### config.mk
export PLATFORM = sky130hd
export DESIGN_NAME = axis_split_send_xc
export DESIGN_NICKNAME = d
export VERILOG_FILES = /design/src/rtl/axis_split_send_xc.sv
export SDC_FILE = /design/constraint.sdc
export NUM_CORES = 1
export LEC_CHECK = 0
export ABC_AREA = 1
export CORE_UTILIZATION = 47
export DETAILED_ROUTE_END_ITERATION = 12
export PLACE_DENSITY = 0.7
export SYNTH_ARGS = -nofsm -noshare
export SYNTH_HDL_FRONTEND = slang
export SYNTH_SLANG_ARGS = --single-unit
### constraint.sdc
create_clock -name clk -period 4.7 [get_ports clk]
set_clock_uncertainty 0.15 [all_clocks]
set_input_delay 1.175 -clock clk [delete_from_list [all_inputs] [get_ports clk]]
set_output_delay 1.175 -clock clk [all_outputs]
set_load 0.02 [all_outputs]
### src/rtl/axis_split_send_xc.sv
// Host-to-chip send path: splits 64-bit AXIS frames into two 32-bit words and
// hands whole frames round-robin to enabled channels over 4-phase req/ack.
module axis_split_send_xc #(
  parameter int unsigned Channel    = 4,
  parameter int unsigned DATA_WIDTH = 64
) (
  input  logic                    clk,
  input  logic                    rst,
  input  logic [Channel-1:0]      oen,
  input  logic                    s_axis_tvalid,
  output logic                    s_axis_tready,
  input  logic [DATA_WIDTH-1:0]   s_axis_tdata,
  input  logic                    s_axis_tlast,
  output logic [Channel-1:0]      request,
  output logic [Channel*32-1:0]   dout,
  input  logic [Channel-1:0]      acknowledge,
  output logic                    send_hsked,
  output logic [31:0]             frame_cnt,
  output logic                    tx_busy,
  output logic                    o_tx_done
);

  localparam int unsigned WordW = 32;
  localparam int unsigned PtrW  = (Channel > 1) ? $clog2(Channel) : 1;

  typedef enum logic [2:0] {
    ST_IDLE   = 3'd0,
    ST_HI_REQ = 3'd1,
    ST_HI_RET = 3'd2,
    ST_LO_REQ = 3'd3,
    ST_LO_RET = 3'd4
  } state_e;

  state_e                   state_q [Channel];
  state_e                   state_d [Channel];
  logic [WordW-1:0]         hi_q    [Channel];
  logic [WordW-1:0]         hi_d    [Channel];
  logic [WordW-1:0]         lo_q    [Channel];
  logic [WordW-1:0]         lo_d    [Channel];
  logic [Channel-1:0]       request_q, request_d;
  logic [Channel*WordW-1:0] dout_q, dout_d;
  logic [Channel-1:0]       ack_meta_q, ack_meta_d;
  logic [Channel-1:0]       ack_s_q, ack_s_d;
  logic [PtrW-1:0]          rr_q, rr_d;
  logic                     pending_last_q, pending_last_d;
  logic                     send_hsked_q, send_hsked_d;
  logic [31:0]              frame_cnt_q, frame_cnt_d;
  logic                     tx_busy_q, tx_busy_d;
  logic                     o_tx_done_q, o_tx_done_d;

  logic                     found_c;
  logic [PtrW-1:0]          sel_c;
  logic [PtrW-1:0]          idx_c;
  logic                     load_c;
  logic                     all_idle_c;
  logic                     any_busy_c;
  logic                     done_c;

  // Round-robin scan for the first enabled idle channel starting at the pointer.
  always_comb begin
    found_c = 1'b0;
    sel_c   = '0;
    idx_c   = '0;
    for (int unsigned k = 0; k < Channel; k++) begin
      idx_c = PtrW'((32'(rr_q) + k) % Channel);
      if (!found_c && oen[idx_c] && (state_q[idx_c] == ST_IDLE)) begin
        found_c = 1'b1;
        sel_c   = idx_c;
      end
    end
  end

  assign s_axis_tready = found_c & ~rst;
  assign load_c        = s_axis_tvalid & s_axis_tready;

  // Per-channel 4-phase word sequencer.
  always_comb begin
    request_d  = '0;
    dout_d     = dout_q;
    ack_meta_d = acknowledge;
    ack_s_d    = ack_meta_q;
    for (int unsigned c = 0; c < Channel; c++) begin
      state_d[c] = state_q[c];
      hi_d[c]    = hi_q[c];
      lo_d[c]    = lo_q[c];
      case (state_q[c])
        ST_IDLE: begin
          if (load_c && (sel_c == PtrW'(c))) begin
            hi_d[c]    = s_axis_tdata[DATA_WIDTH-1 -: WordW];
            lo_d[c]    = s_axis_tdata[WordW-1:0];
            state_d[c] = ST_HI_REQ;
          end
        end
        ST_HI_REQ: begin
          request_d[c]                 = ~ack_s_q[c];
          dout_d[c*WordW +: WordW]     = hi_q[c];
          if (ack_s_q[c]) state_d[c]   = ST_HI_RET;
        end
        ST_HI_RET: begin
          if (!ack_s_q[c]) state_d[c]  = ST_LO_REQ;
        end
        ST_LO_REQ: begin
          request_d[c]                 = ~ack_s_q[c];
          dout_d[c*WordW +: WordW]     = lo_q[c];
          if (ack_s_q[c]) state_d[c]   = ST_LO_RET;
        end
        ST_LO_RET: begin
          if (!ack_s_q[c]) state_d[c]  = ST_IDLE;
        end
        default: state_d[c] = ST_IDLE;
      endcase
    end
  end

  // Dispatcher bookkeeping, counters and transfer-done tracking.
  always_comb begin
    all_idle_c = 1'b1;
    any_busy_c = 1'b0;
    for (int unsigned c = 0; c < Channel; c++) begin
      if (state_q[c] != ST_IDLE) all_idle_c = 1'b0;
      if (state_d[c] != ST_IDLE) any_busy_c = 1'b1;
    end
    done_c         = pending_last_q & all_idle_c & ~load_c;
    pending_last_d = pending_last_q;
    if (done_c)                pending_last_d = 1'b0;
    if (load_c & s_axis_tlast) pending_last_d = 1'b1;
    rr_d         = load_c ? PtrW'((32'(sel_c) + 32'd1) % Channel) : rr_q;
    frame_cnt_d  = frame_cnt_q + 32'(load_c);
    send_hsked_d = load_c;
    tx_busy_d    = any_busy_c | pending_last_d;
    o_tx_done_d  = done_c;
  end

  always_ff @(posedge clk) begin
    if (rst) begin
      for (int unsigned c = 0; c < Channel; c++) begin
        state_q[c] <= ST_IDLE;
        hi_q[c]    <= '0;
        lo_q[c]    <= '0;
      end
      request_q      <= '0;
      dout_q         <= '0;
      ack_meta_q     <= '0;
      ack_s_q        <= '0;
      rr_q           <= '0;
      pending_last_q <= 1'b0;
      send_hsked_q   <= 1'b0;
      frame_cnt_q    <= '0;
      tx_busy_q      <= 1'b0;
      o_tx_done_q    <= 1'b0;
    end else begin
      for (int unsigned c = 0; c < Channel; c++) begin
        state_q[c] <= state_d[c];
        hi_q[c]    <= hi_d[c];
        lo_q[c]    <= lo_d[c];
      end
      request_q      <= request_d;
      dout_q         <= dout_d;
      ack_meta_q     <= ack_meta_d;
      ack_s_q        <= ack_s_d;
      rr_q           <= rr_d;
      pending_last_q <= pending_last_d;
      send_hsked_q   <= send_hsked_d;
      frame_cnt_q    <= frame_cnt_d;
      tx_busy_q      <= tx_busy_d;
      o_tx_done_q    <= o_tx_done_d;
    end
  end

  assign request    = request_q;
  assign dout       = dout_q;
  assign send_hsked = send_hsked_q;
  assign frame_cnt  = frame_cnt_q;
  assign tx_busy    = tx_busy_q;
  assign o_tx_done  = o_tx_done_q;

endmodule
==> flow_metrics.tcl, run 1 <==
set metrics [dict create \
    fill_cells 3323 \
    grt_first_pass_wirelength_um 82600 \
    synthCells 2326 \
    ys_top_cells_by_area "dfxtp_1, nand2_1, a21oi_1" \
    synth_top_area_frac 0.511 \
    die_y_um 195 \
    final_antenna_net_count 0 \
    io_buffers 243 \
    dr.max_layer_used "met4" \
    critPathArrivalTime_ns 4.47 \
    setup_ws_ns 0.560 \
    worst_pin_slew_ns 1.09 \
    min_from "ack_meta_q[3]" \
    met2_length_um 21800 \
    cts_tree "built" \
    p_int_w 0.00712 \
    period_share 0.881 \
    worstSetupPathType "primary input to register" \
    clkPwrFrac 0.355 \
    rows 70 \
    dr.pass1.iters 6 \
    fin_util 0.589 \
    cts_made_buffers 46 \
    hpwlAfterDp_um 33900 \
    area_growth_pct 23.3 \
    whs_ns 0.258 \
    drc 0 \
    drv_slew 0 \
    ios 244 \
    drive_above_1_share 0.0545 \
    clk_pin_slew_ns 0.06 \
    yosysWarnings 0 \
    vias_per_cell 5.47 \
    ys_types 39 \
    slew_headroom 0.273 \
    coreArea_um2 36700 \
    postCtsSetupBuffers 0 \
    syn_avg_cell_area_um2 7.54 \
    startpoint "oen[1]" \
    cap_violations 0 \
    syn_area_um2 17500 \
    fmax_ghz 0.242 \
    drt-wirelength-per-cell_um 17.7 \
    clk_latency_ns 0.56 \
    synth_area_leader_cell "dfxtp_1" \
    initial_core_util 0.478 \
    ctsResizeCount 0 \
    synth_top_flop_cell "dfxtp_1" \
    hold_path.class "register to register" \
    gp_congestion 0.872 \
    crit_path_frequent_cell "nand2_1" \
    synth_edf_count 0 \
    r2r_start "state_q[2][1]" \
    powerDensity_nw_per_um2 473 \
    clk_path_buf_depth 3 \
    wirelength_met1_um 25000 \
    grt_antenna_before_repair 3 \
    worstPathRequired_ns 5.03 \
    drt-total-wl_um 52700 \
    p_comb_frac 0.211 \
    finalHoldViolCount 0 \
    path_delay_family "simple AND/OR/NAND/NOR gates" \
    grt_usage 0.272 \
    synth_seq_cells 448 \
    clock-sinks 448 \
    synth_commonest_cells "dfxtp_1, nand2_1, nor2_1, a21oi_1, o21ai_0" \
    setup_viol 0 \
    hold_buffers 0 \
    grt_max_degree 251 \
    path_buf_inv 5 \
    pre_cts_slack_ns -0.000789 \
    cts_root_buf "clkbuf_16" \
    path_max_fanout 3 \
    wl_met3_um 4630 \
    layout_min_cycle_time_ns 4.14 \
    irDropWorstVdd_mv 0.267 \
    switching_power_w 0.00311 \
    startpoint_type "primary input" \
    grt_pass1_vias 14900 \
    static-leakage-power_nw 7.54 \
    cp-end-kind "register" \
    rsz0062_at_grt "no" \
    nNetsFinal 2560 \
    dr_total_vias 16300 \
    ys_async_sr_fraction 0 \
    p_sw_frac 0.304 \
    die_area_um2 38100 \
    status "finished, final reports clean" \
    p_seq_frac 0.434 \
    cpPeakStageDelay_ns 0.45 \
    grt_overflow 0 \
    critPathSlowestCell "clkdlybuf4s50_1" \
    die_x_um 195 \
    ys_seq_area_frac 0.511 \
    syn-num-nets 2406 \
    synth.most_common_cell "dfxtp_1" \
    htree_levels 2 \
    initialDrtViolationCount 1446 \
]
[kinds of logic after synthesis]
kind of cell    synth area share
flops                      0.511
simple gates               0.211
xor+xnor                 0.00150
compound gates             0.197
fa+ha+maj                0.00285
buf+inv                   0.0759
[path summary, 6_finish.rpt]
kind | to | slack [ns] | cells past startpoint
worst max-delay path | frame_cnt[28] | 0.56 | 28
worst min-delay path | ack_s_q[3] | 0.26 | 2
worst max register to register | frame_cnt[28] | 0.82 | 24
worst min register to register | ack_s_q[3] | 0.26 | 2
[power by group through the flow]
stage	sequential (W)	combinational, W	clock [W]
after global routing	0.00449	0.00239	0.00384
after detailed placement	0.00452	0.00215	0
after CTS	0.00444	0.00216	0.00369
after floorplan	0.00463	0.00126	0
final	0.00444	0.00216	0.00363
after global placement	0.00451	0.00212	0
[layout by cell type, fill, tap and decap left out, drive strengths merged, types with 2 or more instances in the layout]
cell type / synthesis / layout
dfxtp: 448 / 448
o21a: 2 / 2
nand4: 8 / 8
nor3b: 4 / 4
o211ai: 3 / 3
clkinv: 3 / 6
ha: 4 / 4
nand3: 153 / 153
a31oi: 82 / 82
and3: 2 / 2
nand2: 426 / 426
clkdlybuf4s50: 0 / 241
nor3: 18 / 18
a21oi: 272 / 272
xor2: 2 / 2
clkbuf: 117 / 76
nor2: 280 / 280
buf: 53 / 34
diode: 0 / 2
nor4: 7 / 7
inv: 135 / 137
clkinvlp: 0 / 2
o21ai: 302 / 302
[through the flow]
step / setup TNS, ns / std cells / cell area [um2] / power, W
2_1_floorplan: 0 / 2326 / 17500 / 0.00588
3_3_place_gp: 0 / 2900 / 20100 / 0.00663
3_5_place_dp: -0.000789 / 2900 / 20100 / 0.00667
4_1_cts: 0 / 2984 / 21600 / 0.0103
5_1_grt: 0 / 2986 / 21600 / 0.0107
6_report: 0 / 2986 / 21600 / 0.0102
[registers in the layout (all words and copies together), names as in the netlist, named ones only]
name	count
pending_last_q	1
hi_q	128
lo_q	128
ack_meta_q	4
o_tx_done	1
frame_cnt	32
state_q	12
tx_busy	1
rr_q	2
ack_s_q	4
dout	128
request	4
send_hsked	1
[final cells by class]
type / instances / area [um2] / share of cell area
diodes: 2 / 5.00 / 0.000232
inverters: 138 / 526 / 0.0243
clock buffers: 76 / 1440 / 0.0664
clock inverters: 8 / 88.8 / 0.00411
well taps: 468 / 586 / 0.0271
multi-input cells: 1570 / 7270 / 0.336
flip-flops and latches: 448 / 8970 / 0.415
repair buffers: 276 / 2730 / 0.126
[worst register-to-register path, delay by kind of cell (launching register included)]
kind                       cells  cell delay (ns)
buffers and inverters          3             0.22
xor gates and xnor gates       1             0.16
and+or+nand+nor               16             2.22
AOI/OAI and AO/OA              2             0.25
DFF                            1             0.48
adders and majority gates      2             0.35
[per-layer routing]
metal / vias to the layer above / track usage
met5: - / 0
met4: 0 / 0.0796
met3: 94 / 0.0411
met2: 630 / 0.394
met1: 7584 / 0.412
li1: 8036 / -
(Power assumes the default switching activity.)
==> run 2, diff against run 1 <==
CORE_UTILIZATION = 55   (was 47)
PLACE_DENSITY = 0.8   (was 0.7)
SKIP_LAST_GASP = 1   (was not set)
==> run 2 against run 1 <==
Effect of this change:
- final cell count decreased by 2.6%
- sequential power about the same
- power about the same
- critical path depth decreased by 17
- non-clock buffer count decreased by 3
- global-route usage increased by 4.0 points
- critical endpoint is now s_axis_tready
==> flow_metrics.tcl, run 2 (synthesized netlist as in run 1, its figures left out) <==
set metrics [dict create \
    gp_congestion 0.905 \
    critPathArrivalTime_ns 3.16 \
    vias_per_cell 5.76 \
    period_share 0.954 \
    drt-total-wl_um 51900 \
    whs_ns 0.250 \
    ios 244 \
    fill_cells 2558 \
    powerDensity_nw_per_um2 477 \
    dr_total_vias 16800 \
    multi_input_area_um2 7270 \
    final_common_cell "dfxtp_1" \
    postCtsSetupBuffers 0 \
    grt_pass1_vias 15300 \
    placed_cells 2831 \
    cts_tree "built" \
    hpwlAfterDp_um 32600 \
    static-leakage-power_nw 7.49 \
    worst_pin_slew_ns 1.25 \
    cp-end-kind "output port" \
    nNetsFinal 2556 \
    die_area_um2 32600 \
    final_cell_mix "dfxtp_1, nand2_1, nor2_1" \
    drv_slew 0 \
    rsz0062_at_grt "no" \
    stdcell_area_um2 21400 \
    drive_above_1_share 0.0539 \
    final_antenna_net_count 0 \
    pre_cts_slack_ns -0.0463 \
    r2r_start "state_q[1][1]" \
    drt-wirelength-per-cell_um 17.8 \
    finalHoldViolCount 0 \
    grt_first_pass_wirelength_um 81700 \
    cts_root_buf "clkbuf_16" \
    worstSetupPathType "primary input to output port" \
    fin_util 0.681 \
    startpoint "oen[3]" \
    min_from "ack_meta_q[3]" \
    die_y_um 181 \
    status "finished, final reports clean" \
    final_cells 2909 \
    htree_levels 2 \
    initialDrtViolationCount 1837 \
    initial_core_util 0.557 \
    area_growth_pct 22.2 \
    grt_overflow 0 \
    grt_max_degree 197 \
    startpoint_type "primary input" \
    grt_antenna_before_repair 2 \
    clk_latency_ns 0.56 \
    cap_violations 0 \
    irDropWorstVdd_mv 0.336 \
    clk_pin_slew_ns 0.06 \
    layout_min_cycle_time_ns 4.49 \
    fmax_ghz 0.223 \
    rows 65 \
    dpl_cell_area_um2 20000 \
    coreArea_um2 31500 \
    ctsResizeCount 0 \
    dr.pass1.iters 6 \
    die_x_um 181 \
    drc 0 \
    cts_made_buffers 45 \
    clock-sinks 448 \
    io_buffers 243 \
    worstPathRequired_ns 3.38 \
    seqCellArea_um2 8970 \
    hold_path.class "register to register" \
    clk_path_buf_depth 3 \
    slew_headroom 0.163 \
    grt_usage 0.311 \
    setup_viol 0 \
    hold_buffers 0 \
    path_max_fanout 3 \
    setup_ws_ns 0.215 \
]
==> run 2: cell count changes in the layout (fill, tap and decap cells not counted), sizes merged, moves of 3 or more <==
| cell | before | now |
|---|---|---|
| clkbuf | 76 | 54 |
| clkinv | 6 | 13 |
| bufinv | 1 | 5 |
| buf | 34 | 31 |
==> run 2: worst max-delay path: stages <==
cell	delay, ns
clkdlybuf4s50_1	0.49
nand3_1	0.08
nand2_1	0.07
nand2_1	0.08
o21ai_2	0.16
inv_2	0.05
o21ai_2	0.20
buf_4	0.16
nand2_1	0.05
inv_1	0.07
clkdlybuf4s50_1	0.59
==> run 2: cell type report <==
| cell class | count | area share |
|---|---|---|
| sequential | 448 | 0.419 |
| clock inverter | 21 | 0.0116 |
| clock buffer | 54 | 0.0560 |
| inverter | 138 | 0.0245 |
| timing repair buffer | 273 | 0.126 |
| multi-input combinational | 1570 | 0.339 |
| antenna | 3 | 0.000350 |
| tap | 402 | 0.0235 |
==> run 2: power by group <==
group	leakage, nW	switching (W)	internal (W)
Clock	0.713	0.00148	0.00209
Sequential	3.63	0.000228	0.00422
Combinational	3.14	0.00143	0.000769
Total	7.49	0.00314	0.00708
==> run 2: stage by stage <==
stage | setup TNS (ns) | power, W
3_5_place_dp | -0.0463 | 0.00668
5_1_grt | 0 | 0.0107
3_3_place_gp | 0 | 0.00662
6_report | 0 | 0.0102
4_1_cts | 0 | 0.0102
2_1_floorplan | 0 | 0.00588
==> run 2: per-layer routing <==
layer / track usage / wire length (um) / up-vias
met1: 0.444 / 22300 / 7760
met5: 0 / 0 / -
li1: - / - / 8036
met2: 0.466 / 22300 / 849
met4: 0.115 / 1550 / 0
met3: 0.0606 / 5690 / 111
==> run 2: final timing paths <==
check,to,slack (ns),depth (start not counted)
setup / recovery,s_axis_tready,0.21,11
hold reg to reg,ack_s_q[3],0.25,2
setup reg to reg,frame_cnt[28],0.83,25
hold / removal,ack_s_q[3],0.25,2
